File: src/rtl/literal_pkg.sv
// Shared layout for the literal packer/unpacker pair.
// Packed word: {signed value [VAL_MSB:VAL_LSB], tag [TAG_W-1:0]}.
// Both ends import this package so the field positions can never drift apart.
package literal_pkg;

  localparam int PKT_W   = 12;
  localparam int VAL_MSB = 11;
  localparam int VAL_LSB = 4;
  localparam int TAG_W   = 4;
  localparam int VAL_W   = VAL_MSB - VAL_LSB + 1;

  localparam logic [TAG_W-1:0] TAG_DEFAULT = 4'b1010;

  typedef enum logic {
    EMPTY = 1'b0,
    FULL  = 1'b1
  } lu_state_e;

  function automatic logic tag_match(input logic [TAG_W-1:0] tag,
                                     input logic [TAG_W-1:0] exp_tag);
    return tag == exp_tag;
  endfunction

endpackage

File: src/rtl/literal_sat_acc.sv
// Saturating signed accumulator for the literal unpacker.
// Adds a signed VAL_W-bit value when en_i is high; the sum is formed one bit
// wider than the accumulator and clamped to the signed ACC_W range.
// Ports:
//   clk_i    clock
//   rst_i    synchronous active-high reset, clears the accumulator
//   en_i     add value_i on this edge
//   value_i  signed addend
//   acc_o    accumulator contents
module literal_sat_acc
  import literal_pkg::*;
#(
  parameter int ACC_W = 20
) (
  input  logic             clk_i,
  input  logic             rst_i,
  input  logic             en_i,
  input  logic [VAL_W-1:0] value_i,
  output logic [ACC_W-1:0] acc_o
);

  localparam logic [ACC_W-1:0] ACC_MAX = {1'b0, {(ACC_W-1){1'b1}}};
  localparam logic [ACC_W-1:0] ACC_MIN = {1'b1, {(ACC_W-1){1'b0}}};

  logic [ACC_W-1:0]        acc_q, acc_d;
  logic signed [ACC_W:0]   sum;

  assign sum = (ACC_W+1)'($signed(acc_q)) + (ACC_W+1)'($signed(value_i));

  // The top two bits of the widened sum disagree exactly when the true
  // result falls outside the ACC_W signed range; the top bit gives the side.
  always_comb begin
    acc_d = acc_q;
    if (en_i) begin
      if (sum[ACC_W] != sum[ACC_W-1]) begin
        acc_d = sum[ACC_W] ? ACC_MIN : ACC_MAX;
      end else begin
        acc_d = sum[ACC_W-1:0];
      end
    end
  end

  always_ff @(posedge clk_i) begin
    if (rst_i) begin
      acc_q <= '0;
    end else begin
      acc_q <= acc_d;
    end
  end

  assign acc_o = acc_q;

endmodule

File: src/rtl/literal_unpacker.sv
// Receive side of the literal-width packer: splits 12-bit {value, tag} words,
// checks the tag, sign-extends the value to OUT_W and holds the result in a
// one-entry registered valid/ready output stage.
// Optional feature: LITERAL_UNPACK_ACCUM_EN builds a saturating running sum of
// matching-tag values on acc_o; without it acc_o is tied to zero.
// Ports:
//   clk_i, rst_i        clock, synchronous active-high reset
//   in_valid_i/in_ready_o/in_data_i    upstream handshake and packed word
//   out_valid_o/out_ready_i            downstream handshake
//   out_value_o, out_tag_o, out_tag_ok_o   registered decoded word
//   err_cnt_o           saturating count of accepted tag mismatches
//   acc_o               saturating signed running sum (or zero)
//
// state | meaning
// EMPTY | output register holds no word; input always ready
// FULL  | output register holds a word; input ready only when it pops
module literal_unpacker
  import literal_pkg::*;
#(
  parameter int               OUT_W     = 16,
  parameter logic [TAG_W-1:0] TAG       = TAG_DEFAULT,
  parameter int               ERR_CNT_W = 8,
  parameter int               ACC_W     = 20
) (
  input  logic                 clk_i,
  input  logic                 rst_i,
  input  logic                 in_valid_i,
  output logic                 in_ready_o,
  input  logic [PKT_W-1:0]     in_data_i,
  output logic                 out_valid_o,
  input  logic                 out_ready_i,
  output logic [OUT_W-1:0]     out_value_o,
  output logic [TAG_W-1:0]     out_tag_o,
  output logic                 out_tag_ok_o,
  output logic [ERR_CNT_W-1:0] err_cnt_o,
  output logic [ACC_W-1:0]     acc_o
);

  lu_state_e state_q, state_d;

  logic                 accept;
  logic                 pop;
  logic                 tag_ok_in;
  logic [OUT_W-1:0]     value_q, value_d;
  logic [TAG_W-1:0]     tag_q, tag_d;
  logic                 tag_ok_q, tag_ok_d;
  logic [ERR_CNT_W-1:0] err_q, err_d;

  // Ready passes out_ready straight through so a full stage can swap words
  // every cycle without a bubble.
  assign in_ready_o  = !rst_i && ((state_q == EMPTY) || out_ready_i);
  assign accept      = in_valid_i && in_ready_o;
  assign out_valid_o = (state_q == FULL);
  assign pop         = out_valid_o && out_ready_i;
  assign tag_ok_in   = tag_match(in_data_i[TAG_W-1:0], TAG);

  always_comb begin
    state_d = state_q;
    case (state_q)
      EMPTY: if (accept)         state_d = FULL;
      FULL:  if (pop && !accept) state_d = EMPTY;
    endcase
  end

  always_comb begin
    value_d  = value_q;
    tag_d    = tag_q;
    tag_ok_d = tag_ok_q;
    err_d    = err_q;
    if (accept) begin
      // Size cast of a signed operand sign-extends the value field.
      value_d  = OUT_W'($signed(in_data_i[VAL_MSB:VAL_LSB]));
      tag_d    = in_data_i[TAG_W-1:0];
      tag_ok_d = tag_ok_in;
      if (!tag_ok_in && (err_q != {ERR_CNT_W{1'b1}})) begin
        err_d = err_q + ERR_CNT_W'(1);
      end
    end
  end

  always_ff @(posedge clk_i) begin
    if (rst_i) begin
      state_q  <= EMPTY;
      value_q  <= '0;
      tag_q    <= '0;
      tag_ok_q <= 1'b0;
      err_q    <= '0;
    end else begin
      state_q  <= state_d;
      value_q  <= value_d;
      tag_q    <= tag_d;
      tag_ok_q <= tag_ok_d;
      err_q    <= err_d;
    end
  end

  assign out_value_o  = value_q;
  assign out_tag_o    = tag_q;
  assign out_tag_ok_o = tag_ok_q;
  assign err_cnt_o    = err_q;

`ifdef LITERAL_UNPACK_ACCUM_EN
  literal_sat_acc #(
    .ACC_W(ACC_W)
  ) u_sat_acc (
    .clk_i   (clk_i),
    .rst_i   (rst_i),
    .en_i    (accept && tag_ok_in),
    .value_i (in_data_i[VAL_MSB:VAL_LSB]),
    .acc_o   (acc_o)
  );
`else
  assign acc_o = '0;
`endif

endmodule

File: config.mk
export PLATFORM = sky130hd
export DESIGN_NAME = literal_unpacker
export DESIGN_NICKNAME = d
export VERILOG_FILES = /design/src/rtl/literal_pkg.sv /design/src/rtl/literal_sat_acc.sv /design/src/rtl/literal_unpacker.sv
export SDC_FILE = /design/constraint.sdc
export NUM_CORES = 1
export LEC_CHECK = 0
export BUFFER_PORTS_ARGS = -buffer_cell sky130_fd_sc_hd__clkbuf_2
export CAP_MARGIN = 30
export CORE_MARGIN = 2
export CORE_UTILIZATION = 44
export CTS_BUF_LIST = sky130_fd_sc_hd__clkbuf_8
export DETAILED_ROUTE_END_ITERATION = 10
export PLACE_DENSITY = 0.82
export SLEW_MARGIN = 20
export SYNTH_ARGS = -nofsm -noshare
export SYNTH_HDL_FRONTEND = slang
export SYNTH_SLANG_ARGS = --single-unit
File: constraint.sdc
create_clock -name clk_i -period 2 [get_ports clk_i]
set_input_delay 0.3 -clock clk_i [delete_from_list [all_inputs] [get_ports clk_i]]
set_output_delay 0.3 -clock clk_i [all_outputs]
set_load 0.02 [all_outputs]
==> results of run 1 <==
==> how the worst max path moves through the flow <==
stage	slack, ns	to
floorplan	0.13	err_cnt_o[5]
global placement	0.16	err_cnt_o[5]
detailed placement	0.12	err_cnt_o[5]
CTS	0.15	err_cnt_o[5]
global route	0.08	err_cnt_o[5]
finish	0.15	err_cnt_o[5]
==> state kept, by name, summed over array words and instances, names as in the netlist <==
signal,count
out_tag_ok_o,1
out_valid_o,1
err_cnt_o,8
out_value_o,8
out_tag_o,4
==> kinds of logic after synthesis <==
group / count (synthesis)
AOI/OAI and AO/OA: 24
adders and majority gates: 1
buffers and inverters: 35
DFF: 22
muxes: 1
other: 1
and+or+nand+nor: 57
==> power by group <==
part	leakage [nW]	internal (W)	switching (W)
logic	0.430	0.0000619	0.000136
clock network	0.0357	0.000267	0.000147
registers	0.180	0.000462	0.0000142
==> layout by cell type (no fill, tap or decap), drive strengths merged, types with 3 or more instances in the layout <==
cell type / netlist / layout
buf: 30 / 7
nand2: 33 / 33
clkbuf: 3 / 49
dfxtp: 22 / 22
o311ai: 3 / 3
a21oi: 4 / 4
nor2: 7 / 7
conb: 1 / 20
nor3: 4 / 4
o21ai: 12 / 12
==> tightest hold or removal path, delay by kind of cell <==
family / cells / cell delay [ns]
AOI/OAI and AO/OA: 1 / 0.05
buffers and inverters: 1 / 0.07
and+or+nand+nor: 1 / 0.03
==> cell type report <==
class / count / share of cell area
clock buffers: 3 / 0.0304
multi-input cells: 103 / 0.382
repair buffers: 53 / 0.208
clock inverters: 1 / 0.0221
inverters: 2 / 0.00552
well taps: 30 / 0.0276
flip-flops and latches: 22 / 0.324
==> metrics by stage <==
stage,utilization,cell area [um2],hold WS (ns)
finish,0.554,1360,0.222
global route,0.554,1360,0.251
CTS,0.554,1360,0.227
detailed placement,0.524,1290,0.454
global placement,0.524,1290,0.447
floorplan,-,1200,0.409
==> layer usage <==
| layer | track usage | wire [um] | vias to the layer above | share of wire |
|---|---|---|---|---|
| met4 | 0.0875 | 59 | 0 | 0.025 |
| met2 | 0.286 | 1110 | 60 | 0.47 |
| met1 | 0.206 | 992 | 473 | 0.42 |
| met3 | 0.0246 | 207 | 4 | 0.087 |
| met5 | 0 | 0 | - | 0 |
| li1 | - | - | 520 | - |
==> run metrics, run 1 <==
Post-synth EDFFs=0; crit path from=err_cnt_o[2]; largest net degree at the start of global routing=26; Avg Cell Area, Syn=8.04 um2; Hold Crit Endpoint=out_value_o[2]; CTS buffer count=3; clock buffer depth=2; slew at the pin with the worst max-slew slack=0.488 ns; Peak VDD IR=0.476 mV; Post-Synth Adder-Cell Area=0.0110; DR vias/cell=4.94; Layout Cells excl Fill=214; hold depth=3; R2R cell count=4; RR Endpoint=err_cnt_o[5]; Hold WC Path Type=primary input to flip-flop; GPL Wtd Cong=0.758; largest family of logic cells by synthesized area=simple AND/OR/NAND/NOR gates; launch point of the worst hold path=in_data_i[6]; clock transition at the registers of the reported paths=0.08 ns; Setup-failing EPs final=0; area of the multi-input gates=519 um2; RSZ-0062 raised after global routing=false; Synth top area share=0.389; worst setup margin=0.148 ns; ys flop type=dfxtp_1; GR Util All Layers=0.169; Final HPWL DP=1.83 mm; Pins Over Slew Limit=0; Reg area=440 um2; max-cap violation count=0; PD cells=801 nW/um2; Die Area=3000 um2; status=finished, final reports clean; drt total wl=2.37 mm; Placed Instances=210; Post-layout nets=202; slowest stage delay, CP=0.64 ns; Resized cells post-CTS=0; die height=54.8 um; final worst-path cycle share=0.926; cell taking the most area after synthesis=dfxtp_1; cells after synthesis=141; DRC=0; # diodes=0; mux contribution to synthesized area=0.00883; IO Pins=67; FP Rows=18; Async SR Flop Fraction=0; Fill cells=251; fmax=540 MHz; vias in the first global route=811; synth top area cells=dfxtp_1 (39%), buf_4 (19%), nand2_1 (11%), o21ai_0 (5.3%), nor2_1 (2.3%); initial antenna violation count=0; reg-to-reg slack, setup=0.15 ns; H-tree depth=1; Detail Route Antenna Nets=0; synthesized area=1130 um2; CTS tree=done; Post-Place Setup Slack=0.115 ns; Max Fanout on Critical Path=6; count leader, synth=nand2_1; Post-Synth XOR/XNOR Area=0; Setup crit start kind=flip-flop; input/output buffers=46; slowest CP cell=or4_1; CP most frequent cell=or4_1; DR iter-0 viols=29; crit-path cells=inv_1, or4_1, or4_1, a21oi_1; Max-Slew Margin vs Limit=0.670; clock sink count=22; P&R area growth vs syn=19.9%; core area=2450 um2; starting density of the core=0.462; Pre-antenna DRT Iters=4; Hold Vio Cnt, Final=0; sequential share of the synthesized area=0.389; WP buf/inv=1; cts hold-fix bufs=0; CTS root buffer=clkbuf_8; Total Power=0.00109 W; Final TNS setup=0 ns; crit path kind=flip-flop to flip-flop; grt total ovfl=0; Levels on crit path=4; Final min period=1.85 ns; post-synthesis register bit count=22; Yosys warnings=0; RR Startpoint=err_cnt_o[2]; Yosys cell types=29; share of cells above drive strength 1=0.321; Synth Area in Simple Gates=0.243; most frequent cells after synthesis=nand2_1 (33), buf_4 (28), dfxtp_1 (22), o21ai_0 (12), nor2_1 (7); Setup crit end kind=flip-flop; Worst Path Arrival=2.05 ns; Vias=1057; Synth Area in Compound Gates=0.129; Chip Width=54.8 um; setup bufs post-CTS=0; Wirelength per Cell=11.1 um; family with the most delay on the worst path=simple AND/OR/NAND/NOR gates; P_leak=0.646 nW; Clk Latency, worst-skew pair=0.26 ns; first-pass GRT wire length=3.56 mm; worst endpoint required time=2.19 ns; Max Clock Skew=0.00504 ns
(Power assumes the default switching activity.)
==> run 2: changes to the inputs <==
- CORE_ASPECT_RATIO: default -> 0.7
==> run metrics, run 2 (synthesis results as in run 1) <==
status=finished, final reports clean; Hold WC Path Type=primary input to flip-flop; drt total wl=2.20 mm (-7.2%); Final HPWL DP=1.72 mm (-6.1%); FP Rows=15 (-3); CTS root buffer=clkbuf_8; Detail Route Antenna Nets=0 (unchanged); Pins Over Slew Limit=0 (unchanged); share of cells above drive strength 1=0.315 (-0.00574); Pint=0.000784 W (-0.89%); DR iter-0 viols=22 (-24%); core area=2460 um2 (+0.15%); P&R area growth vs syn=18.5%; CTS buffer count=3 (unchanged); leading cell type in the layout, fill and taps excluded=clkbuf_2; switch share=0.266 (-0.00706); area of the multi-input gates=522 um2 (+0.48%); input/output buffers=46 (unchanged); Comb pwr share=0.172 (-0.010); Max Fanout on Critical Path=6 (unchanged); slew at the pin with the worst max-slew slack=0.569 ns (+0.0809 ns); Setup crit start kind=flip-flop; starting density of the core=0.461 (-0.000705); GPL Wtd Cong=0.857 (+13%); Post-layout nets=199 (-1.5%); setup bufs post-CTS=0 (unchanged); Clk Latency, worst-skew pair=0.26 ns (about the same); worst endpoint required time=2.19 ns (about the same); die height=46.5 um (-15%); commonest cells after routing, fill and taps aside=clkbuf_2 (46), nand2_1 (33), dfxtp_1 (22), conb_1 (20), o21ai_0 (12); # diodes=0 (unchanged); reg-to-reg slack, setup=0.16 ns (about the same); clock buffer depth=2 (unchanged); DR vias/cell=4.65 (-5.9%); Chip Width=64.7 um (+18%); Final min period=1.84 ns (-0.0144 ns); DRC=0 (unchanged); IO Pins=67 (unchanged); share of total power in the clock network=0.380 (about the same); grt total ovfl=0 (unchanged); largest net degree at the start of global routing=17 (-35%); cts hold-fix bufs=0 (unchanged); Worst Path Arrival=2.03 ns (-0.02 ns); Vias=999 (-5.5%); Psw=0.000284 W (-4.4%); crit path kind=flip-flop to flip-flop; vias in the first global route=815 (+0.49%); Total Power=0.00107 W (-1.8%); Post-Place Setup Slack=0.118 ns (+0.00280 ns); RSZ-0062 raised after global routing=false; fmax=544 MHz (+0.79%); P_leak=0.631 nW (-2.4%); GR Util All Layers=0.161 (-0.00851); first-pass GRT wire length=3.59 mm (+0.79%); Final Core Density=0.547 (-0.00695); Hold Vio Cnt, Final=0 (unchanged); Peak VDD IR=0.678 mV (+42%); Layout Cells excl Fill=215 (+0.47%); Reg area=440 um2 (unchanged); H-tree depth=1 (unchanged); Max Clock Skew=0.00329 ns (-0.00175 ns); Pre-antenna DRT Iters=6 (+2); clock sink count=22 (unchanged); worst setup margin=0.162 ns (+0.0144 ns); Setup crit end kind=flip-flop; Final TNS setup=0 ns (unchanged); Die Area=3000 um2 (+0.22%); PD cells=795 nW/um2 (-0.74%); sequential share of power=0.449 (+0.012); clock transition at the registers of the reported paths=0.08 ns (about the same); Fill cells=236 (-6.0%); CTS tree=done; final worst-path cycle share=0.919 (-0.00721); Wirelength per Cell=10.2 um (-7.6%); max-cap violation count=0 (unchanged); initial antenna violation count=0 (unchanged); Setup-failing EPs final=0 (unchanged); Max-Slew Margin vs Limit=0.619 (-0.0509); Placed Instances=211 (+0.48%)
[run 2: cell types whose count changed in the layout (fill, tap and decap cells not counted), sizes merged]
cell,before,now
buf,7,4
[run 2: worst paths after layout]
path	startpoint	end	cells past startpoint
max	err_cnt_o[2]	err_cnt_o[5]	4
min	in_data_i[4]	out_value_o[0]	3
max reg2reg	err_cnt_o[2]	err_cnt_o[5]	4
min reg2reg	out_value_o[0]	out_value_o[0]	2
[run 2: worst max-delay path, cell delays in order (launching register included)]
cell and delay, ns:
dfxtp_1 0.36, inv_1 0.09, or4_1 0.64, or4_1 0.53, a21oi_1 0.15
[run 2: layout make-up]
class | instances | share of cell area
tap | 34 | 0.0317
timing repair buffer | 50 | 0.194
multi-input combinational | 103 | 0.388
clock inverter | 1 | 0.0223
sequential | 22 | 0.328
inverter | 2 | 0.00559
clock buffer | 3 | 0.0307
[run 2: power by group through the flow]
| stage | combinational, W | sequential, W | clock [W] |
|---|---|---|---|
| 6_report | 0.000184 | 0.000479 | 0.000405 |
| 5_1_grt | 0.000201 | 0.000483 | 0.000440 |
| 4_1_cts | 0.000184 | 0.000479 | 0.000419 |
| 3_5_place_dp | 0.000184 | 0.000489 | 0 |
| 3_3_place_gp | 0.000183 | 0.000489 | 0 |
| 2_1_floorplan | 0.000139 | 0.000517 | 0 |
[run 2: repair_timing]
| action | CTS | global route |
|---|---|---|
| resized for setup | 0 | 1 |
| hold endpoints to repair | 0 | 0 |
| setup endpoints to repair | 0 | 1 |
[run 2: through the flow]
stage	hold slack, ns	cell area, um2
CTS	0.225	1340
detailed placement	0.454	1270
finish	0.228	1340
global placement	0.447	1270
global route	0.232	1340
floorplan	0.409	1200
[run 2: routing by layer]
metal | share of wire | global-route usage
met3 | 0.085 | 0.0465
met2 | 0.43 | 0.248
met1 | 0.48 | 0.215
met5 | 0 | 0
met4 | 0.0036 | 0.0638
